$ cat src/rtl/fetch_stage.sv
// Fetch (F) stage of the 5-stage MIPS pipeline together with the F/D pipeline register.
//
// Holds the fetch PC (PC_F), drives it to instruction memory, flags fetch address errors,
// and selects the next PC from sequential, branch, jump, jr, eret and exception-entry sources.
//
// Ports:
//   clk     in   1   clock, all state updates on the rising edge
//   reset   in   1   asynchronous active-low reset
//   i_addr  out  32  fetch PC to instruction memory
//   i_inst  in   32  instruction word returned combinationally for i_addr
//   stall   in   1   hazard stall, holds PC_F and the F/D register
//   req     in   1   exception/interrupt taken, flush and redirect to EXC_ENTRY
//   epc     in   32  CP0 EPC, target of eret
//   eret_d  in   1   D-stage instruction is eret
//   npc_op  in   2   D-stage next-PC select: 0 seq, 1 branch, 2 j/jal, 3 jr/jalr
//   branch  in   1   branch-taken decision for the D instruction
//   rs_d    in   32  forwarded rs value, jr target
//   pc_d    out  32  F/D: PC of the D instruction
//   inst_d  out  32  F/D: instruction word
//   bd_d    out  1   F/D: D instruction sits in a delay slot
//   exc_d   out  5   F/D: fetch exception code (0 none, 4 AdEL)
module fetch_stage #(
  parameter logic [31:0] PC_RESET  = 32'h0000_3000,
  parameter logic [31:0] EXC_ENTRY = 32'h0000_4180,
  parameter logic [31:0] IM_LO     = 32'h0000_3000,
  parameter logic [31:0] IM_HI     = 32'h0000_6FFC
) (
  input  logic        clk,
  input  logic        reset,
  output logic [31:0] i_addr,
  input  logic [31:0] i_inst,
  input  logic        stall,
  input  logic        req,
  input  logic [31:0] epc,
  input  logic        eret_d,
  input  logic [1:0]  npc_op,
  input  logic        branch,
  input  logic [31:0] rs_d,
  output logic [31:0] pc_d,
  output logic [31:0] inst_d,
  output logic        bd_d,
  output logic [4:0]  exc_d
);

  localparam logic [1:0] NpcSeq = 2'd0;
  localparam logic [1:0] NpcBr  = 2'd1;
  localparam logic [1:0] NpcJ   = 2'd2;
  localparam logic [1:0] NpcJr  = 2'd3;

  localparam logic [4:0] ExcNone = 5'd0;
  localparam logic [4:0] ExcAdel = 5'd4;

  logic [31:0] pc_f_q, pc_f_d;
  logic [31:0] pc_d_q, pc_d_d;
  logic [31:0] inst_d_q, inst_d_d;
  logic        bd_d_q, bd_d_d;
  logic [4:0]  exc_d_q, exc_d_d;

  logic        fetch_exc;
  logic [31:0] pc_plus4;
  logic [31:0] br_target;
  logic [31:0] j_target;

  // Misaligned or outside the instruction memory window: the fetched word is discarded.
  assign fetch_exc = (pc_f_q[1:0] != 2'b00) || (pc_f_q < IM_LO) || (pc_f_q > IM_HI);

  assign pc_plus4  = pc_f_q + 32'd4;
  // Branch and jump targets are relative to the instruction now in D, not to PC_F.
  assign br_target = pc_d_q + 32'd4 + {{14{inst_d_q[15]}}, inst_d_q[15:0], 2'b00};
  assign j_target  = {pc_d_q[31:28], inst_d_q[25:0], 2'b00};

  always_comb begin
    pc_f_d   = pc_f_q;
    pc_d_d   = pc_d_q;
    inst_d_d = inst_d_q;
    bd_d_d   = bd_d_q;
    exc_d_d  = exc_d_q;

    if (req) begin
      pc_f_d   = EXC_ENTRY;
      pc_d_d   = EXC_ENTRY;
      inst_d_d = 32'd0;
      bd_d_d   = 1'b0;
      exc_d_d  = ExcNone;
    end else if (stall) begin
      // hold everything; a pending redirect in D resolves once the stall drops
    end else if (eret_d) begin
      // eret has no delay slot, so the instruction fetched alongside it is squashed
      pc_f_d   = epc;
      pc_d_d   = pc_f_q;
      inst_d_d = 32'd0;
      bd_d_d   = 1'b0;
      exc_d_d  = ExcNone;
    end else begin
      pc_d_d   = pc_f_q;
      inst_d_d = fetch_exc ? 32'd0 : i_inst;
      // any control transfer in D makes the current fetch its delay slot, taken or not
      bd_d_d   = (npc_op != NpcSeq);
      exc_d_d  = fetch_exc ? ExcAdel : ExcNone;
      unique case (npc_op)
        NpcBr:   pc_f_d = branch ? br_target : pc_plus4;
        NpcJ:    pc_f_d = j_target;
        NpcJr:   pc_f_d = rs_d;
        default: pc_f_d = pc_plus4;
      endcase
    end
  end

  always_ff @(posedge clk or negedge reset) begin
    if (!reset) begin
      pc_f_q   <= PC_RESET;
      pc_d_q   <= PC_RESET;
      inst_d_q <= 32'd0;
      bd_d_q   <= 1'b0;
      exc_d_q  <= ExcNone;
    end else begin
      pc_f_q   <= pc_f_d;
      pc_d_q   <= pc_d_d;
      inst_d_q <= inst_d_d;
      bd_d_q   <= bd_d_d;
      exc_d_q  <= exc_d_d;
    end
  end

  assign i_addr = pc_f_q;
  assign pc_d   = pc_d_q;
  assign inst_d = inst_d_q;
  assign bd_d   = bd_d_q;
  assign exc_d  = exc_d_q;

endmodule
$ cat config.mk
export PLATFORM = sky130hd
export DESIGN_NAME = fetch_stage
export DESIGN_NICKNAME = d
export VERILOG_FILES = /design/src/rtl/fetch_stage.sv
export SDC_FILE = /design/constraint.sdc
export NUM_CORES = 1
export LEC_CHECK = 0
export ABC_AREA = 1
export BUFFER_PORTS_ARGS = -buffer_cell sky130_fd_sc_hd__buf_2
export CORE_UTILIZATION = 30
export DETAILED_ROUTE_END_ITERATION = 8
export PLACE_DENSITY = 0.61
export SYNTH_ARGS = -nofsm -noshare
export SYNTH_HDL_FRONTEND = slang
export SYNTH_SLANG_ARGS = --single-unit
$ cat constraint.sdc
create_clock -name clk -period 2.6 [get_ports clk]
set_input_delay 0.52 -clock clk [delete_from_list [all_inputs] [get_ports clk]]
set_output_delay 0.52 -clock clk [all_outputs]
set_load 0.01 [all_outputs]
# Word-level counts from Yosys, hierarchy flattened

Index checks and enable logic that the tools add are counted.

Flip-flop bits (word level): 102
Latch bits: 0
Bits in writable memories: 0
ROM bits: 0
Logic and storage cells: 36
Memories: 0

Add/sub/neg operators: 3
Multiply operators: 0
Div/mod/pow operators: 0
$lt $le $gt $ge: 2
Equality and inequality tests: 4
Shifts and indexed selects: 0
Mux-type cells: 18
Bitwise logic cells: 0
Reductions and logical operators: 4

Operators with widths:

| cell                    | number |
|---|---|
| $mux W32                | 10 |
| $pmux W32 S3            | 1 |
| $add A32 B3 Y32 const B | 2 |
| $add A32 B32 Y32        | 1 |
| $gt A32 B15 Y1 const B  | 1 |
| $lt A32 B14 Y1 const B  | 1 |
| $mux W5                 | 2 |
| $mux W3                 | 2 |
| $eq A2 B2 Y1 const B    | 2 |
| $reduce_bool A2 Y1      | 2 |
| $mux W1                 | 3 |
| $eq A2 B1 Y1 const B    | 1 |
| $logic_or A1 B1 Y1      | 2 |
| $ne A2 B1 Y1 const B    | 1 |

# Depth between registers and ports, before layout

Gate-level depths: netlist of the first run.

Depth after elaboration: 7
Gate-level depth with buffers: 22

# Least setup slack after synthesis of the first run

OpenSTA, ideal clock, no wires.

Path type: register to register
Start point: register inst_d_q[1], in the netlist inst_d[1]
End point: register pc_f_q[19], in the netlist i_addr[19]
Arrival: 2,286 ps
Required time: 2,484 ps
Setup slack: 198 ps
Stages on the path, launching flop included: 21
Path buffers: 0
Period minus slack after synthesis: 2,402 ps
Cell sequence: dfrtp_1 -> ha_1 -> ha_1 -> inv_1 -> fa_1 -> inv_1 -> nand3_1 -> nand3_1 -> nand2_1 -> nand2_1 -> inv_1 -> nor2_1 -> nor2_1 -> nand2_1 -> nand3_1 -> nand2_1 -> nand2_1 -> nand2_1 -> nand2_1 -> nand2_1 -> nand2_1

Word-level cells in the longest chain between the ends: 6

RTL lines:

| what                   | line | text |
|---|---|---|
| from (decl)            | 55   | `logic [31:0] inst_d_q, inst_d_d;` |
| from (signal assigned) | 119  | `inst_d_q <= inst_d_d;` |
| $add A32 B32 Y32       | 69   | `assign br_target = pc_d_q + 32'd4 + {{14{inst_d_q[15]}}, inst_d_q[15:0], 2'b00};` |
| $mux W32               | 101  | `NpcBr: pc_f_d = branch ? br_target : pc_plus4;` |
| $pmux W32 S3           | 100  | `unique case (npc_op)` |
| $mux W32               | 87   | `end else if (eret_d) begin` |
| $mux W32               | 85   | `end else if (stall) begin` |
| $mux W32               | 79   | `if (req) begin` |
| to (signal assigned)   | 117  | `pc_f_q <= pc_f_d;` |
| to (decl)              | 53   | `logic [31:0] pc_f_q, pc_f_d;` |

No other way between the ends. The select of a mux whose other input is x is not followed.
A chain may end at the register's enable or synchronous reset.

# Final worst setup path of the first run

Start point: register inst_d_q[15], in the netlist inst_d[15]
End point: register pc_f_q[27], in the netlist i_addr[27]

Same word-level chain as after synthesis.

==> results list, run 1 <==
- The count of buffers added on input and output ports is 201.
* Tot GR Track Use: 25.60%
* Flip-flop and latch area: 2459 µm²
- Clock buffers created by TritonCTS: 9
- Predominant post-synthesis flop cell: sky130_fd_sc_hd__dfrtp_1
- The core region is 27930 µm².
- Critical path's slowest cell: sky130_fd_sc_hd__dfrtp_2
- Dividing the synthesized area by the synthesized cell count gives 6.225 µm².
* Critical Path Sink Type: flip-flop
* Average wire per cell in the routed design: ~18 µm
- Clock insertion delay at the later pin of the skew report: about 0.37 ns
* Power density over the cells: 337.1 nW/µm²
* RePlAce Congestion: between 0.9 and 1
* Post-route clock skew: 0.02076 ns
- The final number of hold-violating endpoints was 0.
- Post-synth EDFFs: 0
- Summing all placed instances gives a cell area of approximately 11000 µm².
* Startpoint types: flip-flop
- The tree is rooted in a sky130_fd_sc_hd__clkbuf_16.
* Static leakage: roughly 6.4 nW
- Rel. slew slack: 56.85%
* Fin area: about 12000 µm²
* Outcome: complete, no violations
* Count of TritonRoute iterations in the first routing pass: 5
- Once the floorplan was initialized, standard cells occupied a little under a third of the core.
- Yosys instantiated no cell more often than sky130_fd_sc_hd__nand2_1.
* Number of sinks on the clock net: between 90 and 100
- Post-route fraction of the period consumed by the critical path: a little over nine tenths
* Detailed-route DRC error count: 0
* Largest net degree at the start of global routing: between 40 and 50
- After global routing the overflow that remains totals 0.
- After legalization and detailed placement, the total HPWL measured between 30 and 40 mm.
* Chip Width: ~170 µm
* Count of warnings emitted by yosys: 0
- Share of flip-flops with an asynchronous set or reset after synthesis: 100.0%
- Counting the fill cells in the layout gives between 2000 and 3000.
- After synthesis, the largest area contributor takes up 27.42% of total cell area.
- Seq/Total Area, Yosys: between 20 and 30%
* Post-DR vias/cell: roughly 5
- Clock transition time at the flip-flop clock pins of the worst setup and hold paths: approximately 0.09 ns
- Setup repair after global routing could not meet its margin everywhere.
- Walking the worst path, the cells encountered are clkbuf_16 -> ha_4 -> ha_4 -> nand2_1 -> nor2_2 -> nand2_1 -> nor2_2 -> nand2_4 -> nand4_1 -> nand3_2 -> nand2_1 -> nand2_1 -> nand2_1 -> nand2_1 -> nand2_1 -> nand2_1.
- Slowest cell delay on critical path: between 0.4 and 0.5 ns
- Initial antenna violation count: 2
* Library cell with the largest summed area after synthesis: sky130_fd_sc_hd__dfrtp_1
- Via count of the first global-routing pass: about 9700
- Compared with the post-synthesis result, the final layout area differs by 41.25%.
- Setup violations remaining at the end of the flow were counted as 0.
- Highest net fanout along the worst path: 5
- Final-stage net count: ~1800
- For this block, the routed nets add up to around 38 mm of wire.
- In the post-synthesis netlist, the biggest area contributors are sky130_fd_sc_hd__dfrtp_1 (27%), sky130_fd_sc_hd__nand2_1 (23%), sky130_fd_sc_hd__ha_1 (8.5%).
- Hold Path Class: in -> async
- DRT antenna net count: 0
- Pins Over Slew Limit: 0
- I/O pin cnt: approximately 200
- At the worst endpoint, the arrival time is approximately 2.8 ns.
* Maximum VDD drop: roughly 310 µV
- Distinct cell type count after synthesis: 42
- After synthesis the netlist holds a flip-flop and latch count of 98.
- Cell Area, Synth: between 8000 and 9000 µm²
- Max-capacitance violation count: 0
- Final core utilization: 43.38%
- Data required time at the worst endpoint: around 2.9 ns
- Number of standard-cell rows in the floorplan: 61
- WS Path Type: reg -> reg
- Least-Margin Pin Slew: roughly 0.65 ns
- Most common cell on crit path: sky130_fd_sc_hd__nand2_1
- Summing all multi-input logic gate instances after layout gives about 6000 µm².
- # hold bufs at CTS: 0
- Synthesis handed over a netlist of around 1400 instances.
- Commonest cells in the synthesized netlist: sky130_fd_sc_hd__nand2_1 (535), sky130_fd_sc_hd__inv_1 (171), sky130_fd_sc_hd__nor2_1 (116)
- Timing would allow up to 0.3935 GHz.
* Proportion of layout cells with a drive suffix above 1: 31.57%
* Height of the chip: between 150 and 200 µm
- TritonCTS built the clock tree.
- Maximum count of clock buffers along a single path: 2
- Count of routing violations after the opening detailed-route iteration: between 800 and 900
- The first global-routing pass estimated 56.39 mm of wire.
- The die covers 29270 µm².
* CTS H-tree depth: 3
- Min Clock Period, post-route: 2.541 ns
* Total vias in the final route: 10322
flip-flops by register name, summed over array words and instances, names as in the netlist:
signal	count
bd_d	1
inst_d	32
exc_d	1
i_addr	32
pc_d	32
cells in the final DEF, fill, tap and decap left out, types with 12 or more instances in the layout:
cell / synthesis / routed
sky130_fd_sc_hd__xor2_1: 13 / 13
sky130_fd_sc_hd__inv_1: 171 / 164
sky130_fd_sc_hd__nor2_2: 12 / 31
sky130_fd_sc_hd__nand2_1: 535 / 495
sky130_fd_sc_hd__buf_4: 5 / 123
sky130_fd_sc_hd__o21ai_0: 77 / 74
sky130_fd_sc_hd__ha_1: 58 / 15
sky130_fd_sc_hd__dfrtp_1: 94 / 93
sky130_fd_sc_hd__ha_4: 0 / 41
sky130_fd_sc_hd__a32o_1: 27 / 27
sky130_fd_sc_hd__inv_2: 14 / 21
sky130_fd_sc_hd__buf_2: 9 / 200
sky130_fd_sc_hd__nand3_2: 1 / 14
sky130_fd_sc_hd__nand2_2: 4 / 35
sky130_fd_sc_hd__a21oi_1: 39 / 30
sky130_fd_sc_hd__nor2_1: 116 / 91
sky130_fd_sc_hd__nor3_1: 12 / 12
sky130_fd_sc_hd__nand3_1: 93 / 79
area by class of cell:
type                    instances  share of cell area (%)
clock inverters                 7                  0.6712
flip-flops and latches         98                   20.29
diodes                          1                 0.02065
inverters                     187                   5.793
clock buffers                   9                   1.859
well taps                     378                   3.903
multi-input cells            1049                   50.38
repair buffers                332                   17.08
cell families after synthesis:
logic type,count (synthesis),synth area share [%]
and+or+nand+nor,792,37.70
buffers and inverters,234,10.59
AOI/OAI and AO/OA,179,12.78
DFF,98,28.65
adders and majority gates,59,8.693
xor gates and xnor gates,14,1.429
other,1,0.04372
muxes,1,0.1167
where the power goes:
group          internal [mW]  switching [mW]  leakage (nW)
clock                  0.688           0.728         0.150
combinational          0.372           0.625          4.99
sequential              1.58          0.0858          1.30
total                   2.65            1.44          6.44
worst max-delay path: cells and delay by family (launching register included):
family / cells / cell delay [ns]
flip-flops: 1 / 0.46
adder cells (fa/ha/maj): 2 / 0.53
buffers and inverters: 1 / 0.19
AND/OR/NAND/NOR: 13 / 1.24
timing repair:
item	in CTS	in global routing
pin swaps	1	45
buffers inserted	0	13
endpoints found under the setup margin	18	25
cloned	0	1
gates resized for setup	18	152
worst paths after layout:
kind	start	endpoint	slack, ns	depth (start not counted)
setup / recovery	inst_d[15]	i_addr[27]	0.06	16
hold / removal	reset	i_addr[8]	0.17	1
setup reg to reg	inst_d[15]	i_addr[27]	0.06	16
hold reg to reg	bd_d	bd_d	0.49	2
max in group asynchronous	reset	i_addr[13]	1.62	2
min in group clk	i_inst[5]	inst_d[5]	0.38	3
layer usage:
| layer | wire (µm) | global-route usage [%] | part of all wire (%) |
|---|---|---|---|
| met1 | 16520 | 34.36 | 43 |
| met5 | 13 | 0 | 0.034 |
| met2 | 17580 | 40.69 | 46 |
| met4 | 1403 | 10.52 | 3.7 |
| met3 | 2573 | 4.118 | 6.8 |
through the flow:
step | TNS (ns) | worst slack, ns | std cells | hold WS, ns | total power, mW
global placement | -0.3950 | -0.1121 | 2030 | 0.4671 | 2.603
global route | -0.2923 | -0.06349 | 2061 | 0.2174 | 4.254
finish | 0 | 0.05881 | 2061 | 0.1699 | 4.084
detailed placement | -0.6108 | -0.09351 | 2030 | 0.4711 | 2.603
floorplan | 0 | 0.1977 | 1381 | 0.2244 | 2.129
CTS | 0 | 0.004681 | 2046 | 0.1876 | 4.019
No activity file was read; power rests on OpenSTA's default activity.
==> run 2, diff against run 1 <==
- BUFFER_PORTS_ARGS: -buffer_cell sky130_fd_sc_hd__buf_2 -> -buffer_cell sky130_fd_sc_hd__buf_4
- clock period: 2.6 -> 2.98 ns (I/O delays scaled with it)
==> results list, run 2 (synthesis gave the netlist of run 1 again) <==
* Effective utilization at floorplan: 30.71% (unchanged)
- The number of nets at the end of the flow was 1735 (was 1840).
* Min Clock Period, post-route: 2.797 ns (was 2.541 ns)
- Outcome: complete, no violations (unchanged).
- The wire length per cell is 18.91 µm (was 18.48 µm).
* Largest net degree at the start of global routing: 99 (was 47)
- The total wirelength of the detailed-routed design is 36.98 mm (was 38.09 mm).
- Core Box Area: 27930 µm² (unchanged)
- Data required time at the worst endpoint: 3.24 ns (was 2.85 ns)
* Max Fclk: 0.3576 GHz (was 0.3935 GHz)
- WS Path Type: reg -> reg (unchanged)
- Total vias in the final route: 9810 (was 10322)
- The CTS tree is yes (unchanged).
- The slack of the worst reg-to-reg path was 0.18 ns (was 0.06 ns).
- The level count of the clock H-tree came to 3 (unchanged).
* Tot GR Track Use: 25.51% (was 25.60%)
- The switching power of the nets was 1.211 mW (was 1.439 mW).
- The number of inserted filler cells in the final layout came to 3089 (was 2935).
- The startpoint type of the worst setup path was a flip-flop (unchanged).
- The relative slew slack came to 45.86% (was 56.85%).
- PortBufs: 201 (unchanged)
- The maximum ir drop on the vdd rail is 245.7 µV (was 310.5 µV).
* Final setup viols: 0 (unchanged)
- P_int: 2.274 mW (was 2.645 mW)
- Count of TritonRoute iterations in the first routing pass: 5 (unchanged)
* Share of power burned in the clock network: 34.6% (was 34.7%)
* HPWL reported at the end of detailed placement: 28.88 mm (was 30.03 mm)
* Fraction of power spent switching nets: 34.75% (was 35.23%)
- Clock insertion delay at the later pin of the skew report: 0.37 ns (about the same)
- The count of pins on the block boundary was 206 (unchanged).
- Post-route clock skew: 0.01153 ns (was 0.02076 ns)
- Layout overhead on the synthesized area: 27.32% (was 41.25%)
- Pins Over Slew Limit: 0 (unchanged)
* Post-DR vias/cell: 5.018 (was 5.008)
- Antenna Cells: 0 (was 1)
- # hold bufs at CTS: 0 (unchanged)
- The nature of the critical path endpoint is a flip-flop (unchanged).
- Library cell used as clock root buffer: sky130_fd_sc_hd__clkbuf_16 (unchanged)
- The worst hold-check path type is in -> async (unchanged).
- Final hold violation count: 0 (unchanged)
- The maximum number of buffers from clock root to sink was 2 (unchanged).
- Wire length of the first global-routing pass: 55.62 mm (was 56.39 mm)
- The share of cells above drive strength 1 was 18.26% (was 31.57%).
* Number of standard-cell rows in the floorplan: 61 (unchanged)
- Count of routing violations after the opening detailed-route iteration: 917 (was 857)
- Most common library cell in the layout ignoring fill and taps: sky130_fd_sc_hd__nand2_1 (unchanged)
* Share of total power in sequential cells: 41.9% (was 40.9%)
- Most frequent cells in the layout: sky130_fd_sc_hd__nand2_1 (535), sky130_fd_sc_hd__buf_4 (222), sky130_fd_sc_hd__inv_1 (171), sky130_fd_sc_hd__nor2_1 (114), sky130_fd_sc_hd__dfrtp_1 (94) (was sky130_fd_sc_hd__nand2_1 (495), sky130_fd_sc_hd__buf_2 (200), sky130_fd_sc_hd__inv_1 (164), sky130_fd_sc_hd__buf_4 (123), sky130_fd_sc_hd__dfrtp_1 (93))
- Final core utilization: 39.10% (was 43.38%)
* Max-capacitance violation count: 0 (unchanged)
- The peak fanout along the critical path was 11 (was 5).
- The area of the die was 29270 µm² (unchanged).
- The initial antenna violation count was 0 (was 2).
- Share of total power in combinational logic: 23.6% (was 24.4%)
- The clock net sink count is 98 (unchanged).
- The remaining routing DRC violations came to 0 (unchanged).
* DRT antenna net count: 0 (unchanged)
- Unrepaired setup endpoints after global routing: no (was yes).
- The via count of the first global-routing pass was 9430 (was 9739).
- The total congestion overflow was 0 (unchanged).
- Least-Margin Pin Slew: 0.8113 ns (was 0.6472 ns)
- RePlAce Congestion: 0.9483 (was 0.9996)
- The final critical-path share of the clock period came to 93.85% (was 97.74%).
* Clock transition time at the flip-flop clock pins of the worst setup and hold paths: 0.08 ns (was 0.09 ns)
* Static leakage: 5.877 nW (was 6.445 nW)
- Chip Width: 171.1 µm (unchanged)
- Power density over the cells: 319.0 nW/µm² (was 337.1 nW/µm²)
* Setup TNS Final: 0 ns (unchanged)
* Worst hold slack: 0.2940 ns (was 0.1699 ns)
* Height of the chip: 171.1 µm (unchanged)
- The total CTS buffers was 9 (unchanged).
- The arrival time of data at the critical path endpoint is 3.05 ns (was 2.79 ns).
-- run 2: path summary, 6_finish.rpt --
path,startpoint,cells past startpoint,end
min,reset,2,inst_d[26]
max reg2reg,inst_d[15],16,i_addr[27]
max in group asynchronous,reset,2,pc_d[22]
min in group clk,stall,2,pc_d[8]
max,inst_d[15],16,i_addr[27]
min reg2reg,bd_d,2,bd_d
-- run 2: worst max-delay path, stage by stage (launching register included) --
cell,delay [ns]
sky130_fd_sc_hd__dfrtp_1,0.38
sky130_fd_sc_hd__buf_4,0.19
sky130_fd_sc_hd__ha_1,0.29
sky130_fd_sc_hd__ha_1,0.46
sky130_fd_sc_hd__nand2_1,0.15
sky130_fd_sc_hd__nor2_1,0.21
sky130_fd_sc_hd__nand2_1,0.12
sky130_fd_sc_hd__nor2_1,0.12
sky130_fd_sc_hd__nand2_1,0.09
sky130_fd_sc_hd__nand4_1,0.10
sky130_fd_sc_hd__nand3_1,0.20
sky130_fd_sc_hd__nand2_1,0.11
sky130_fd_sc_hd__nand2_1,0.06
sky130_fd_sc_hd__nand2_1,0.07
sky130_fd_sc_hd__nand2_1,0.05
sky130_fd_sc_hd__nand2_1,0.06
sky130_fd_sc_hd__nand2_1,0.04
-- run 2: routing by layer --
metal | wire (µm) | global-route usage (%) | vias up
li1 | - | - | 4783
met2 | 17060 | 40.76 | 390
met1 | 16190 | 34.87 | 4587
met3 | 2695 | 4.025 | 50
met5 | 0 | 0 | -
met4 | 1028 | 8.424 | 0
-- run 2: final cells by class --
| class | count | area [µm²] | share of cell area [%] |
|---|---|---|---|
| flip-flops and latches | 98 | 2457 | 22.50 |
| clock buffers | 10 | 229.0 | 2.096 |
| clock inverters | 6 | 52.55 | 0.4812 |
| inverters | 187 | 701.9 | 6.427 |
| multi-input cells | 1049 | 5241 | 47.99 |
| repair buffers | 227 | 1767 | 16.18 |
| well taps | 378 | 473.0 | 4.330 |
-- run 2: what timing repair did --
action	4_1_cts	5_1_grt
setup buffers	0	0
setup endpoints to repair	0	5
resized for setup	0	3
-- run 2: power by group through the flow --
stage / Sequential [mW] / Combinational, mW / Clock [mW]
global route: 1.47 / 0.894 / 1.26
finish: 1.46 / 0.822 / 1.20
CTS: 1.46 / 0.814 / 1.22
detailed placement: 1.48 / 0.811 / 0
floorplan: 1.48 / 0.374 / 0
global placement: 1.48 / 0.805 / 0
-- run 2: stage by stage --
| stage | setup slack (ns) | instances | area (µm²) | total power [mW] |
|---|---|---|---|---|
| 3_3_place_gp | 0.2474 | 1939 | 10630 | 2.289 |
| 5_1_grt | 0.01321 | 1955 | 10920 | 3.625 |
| 6_report | 0.1833 | 1955 | 10920 | 3.484 |
| 4_1_cts | 0.1577 | 1955 | 10910 | 3.488 |
| 3_5_place_dp | 0.1908 | 1939 | 10630 | 2.293 |
| 2_1_floorplan | 0.5777 | 1381 | 8589 | 1.857 |
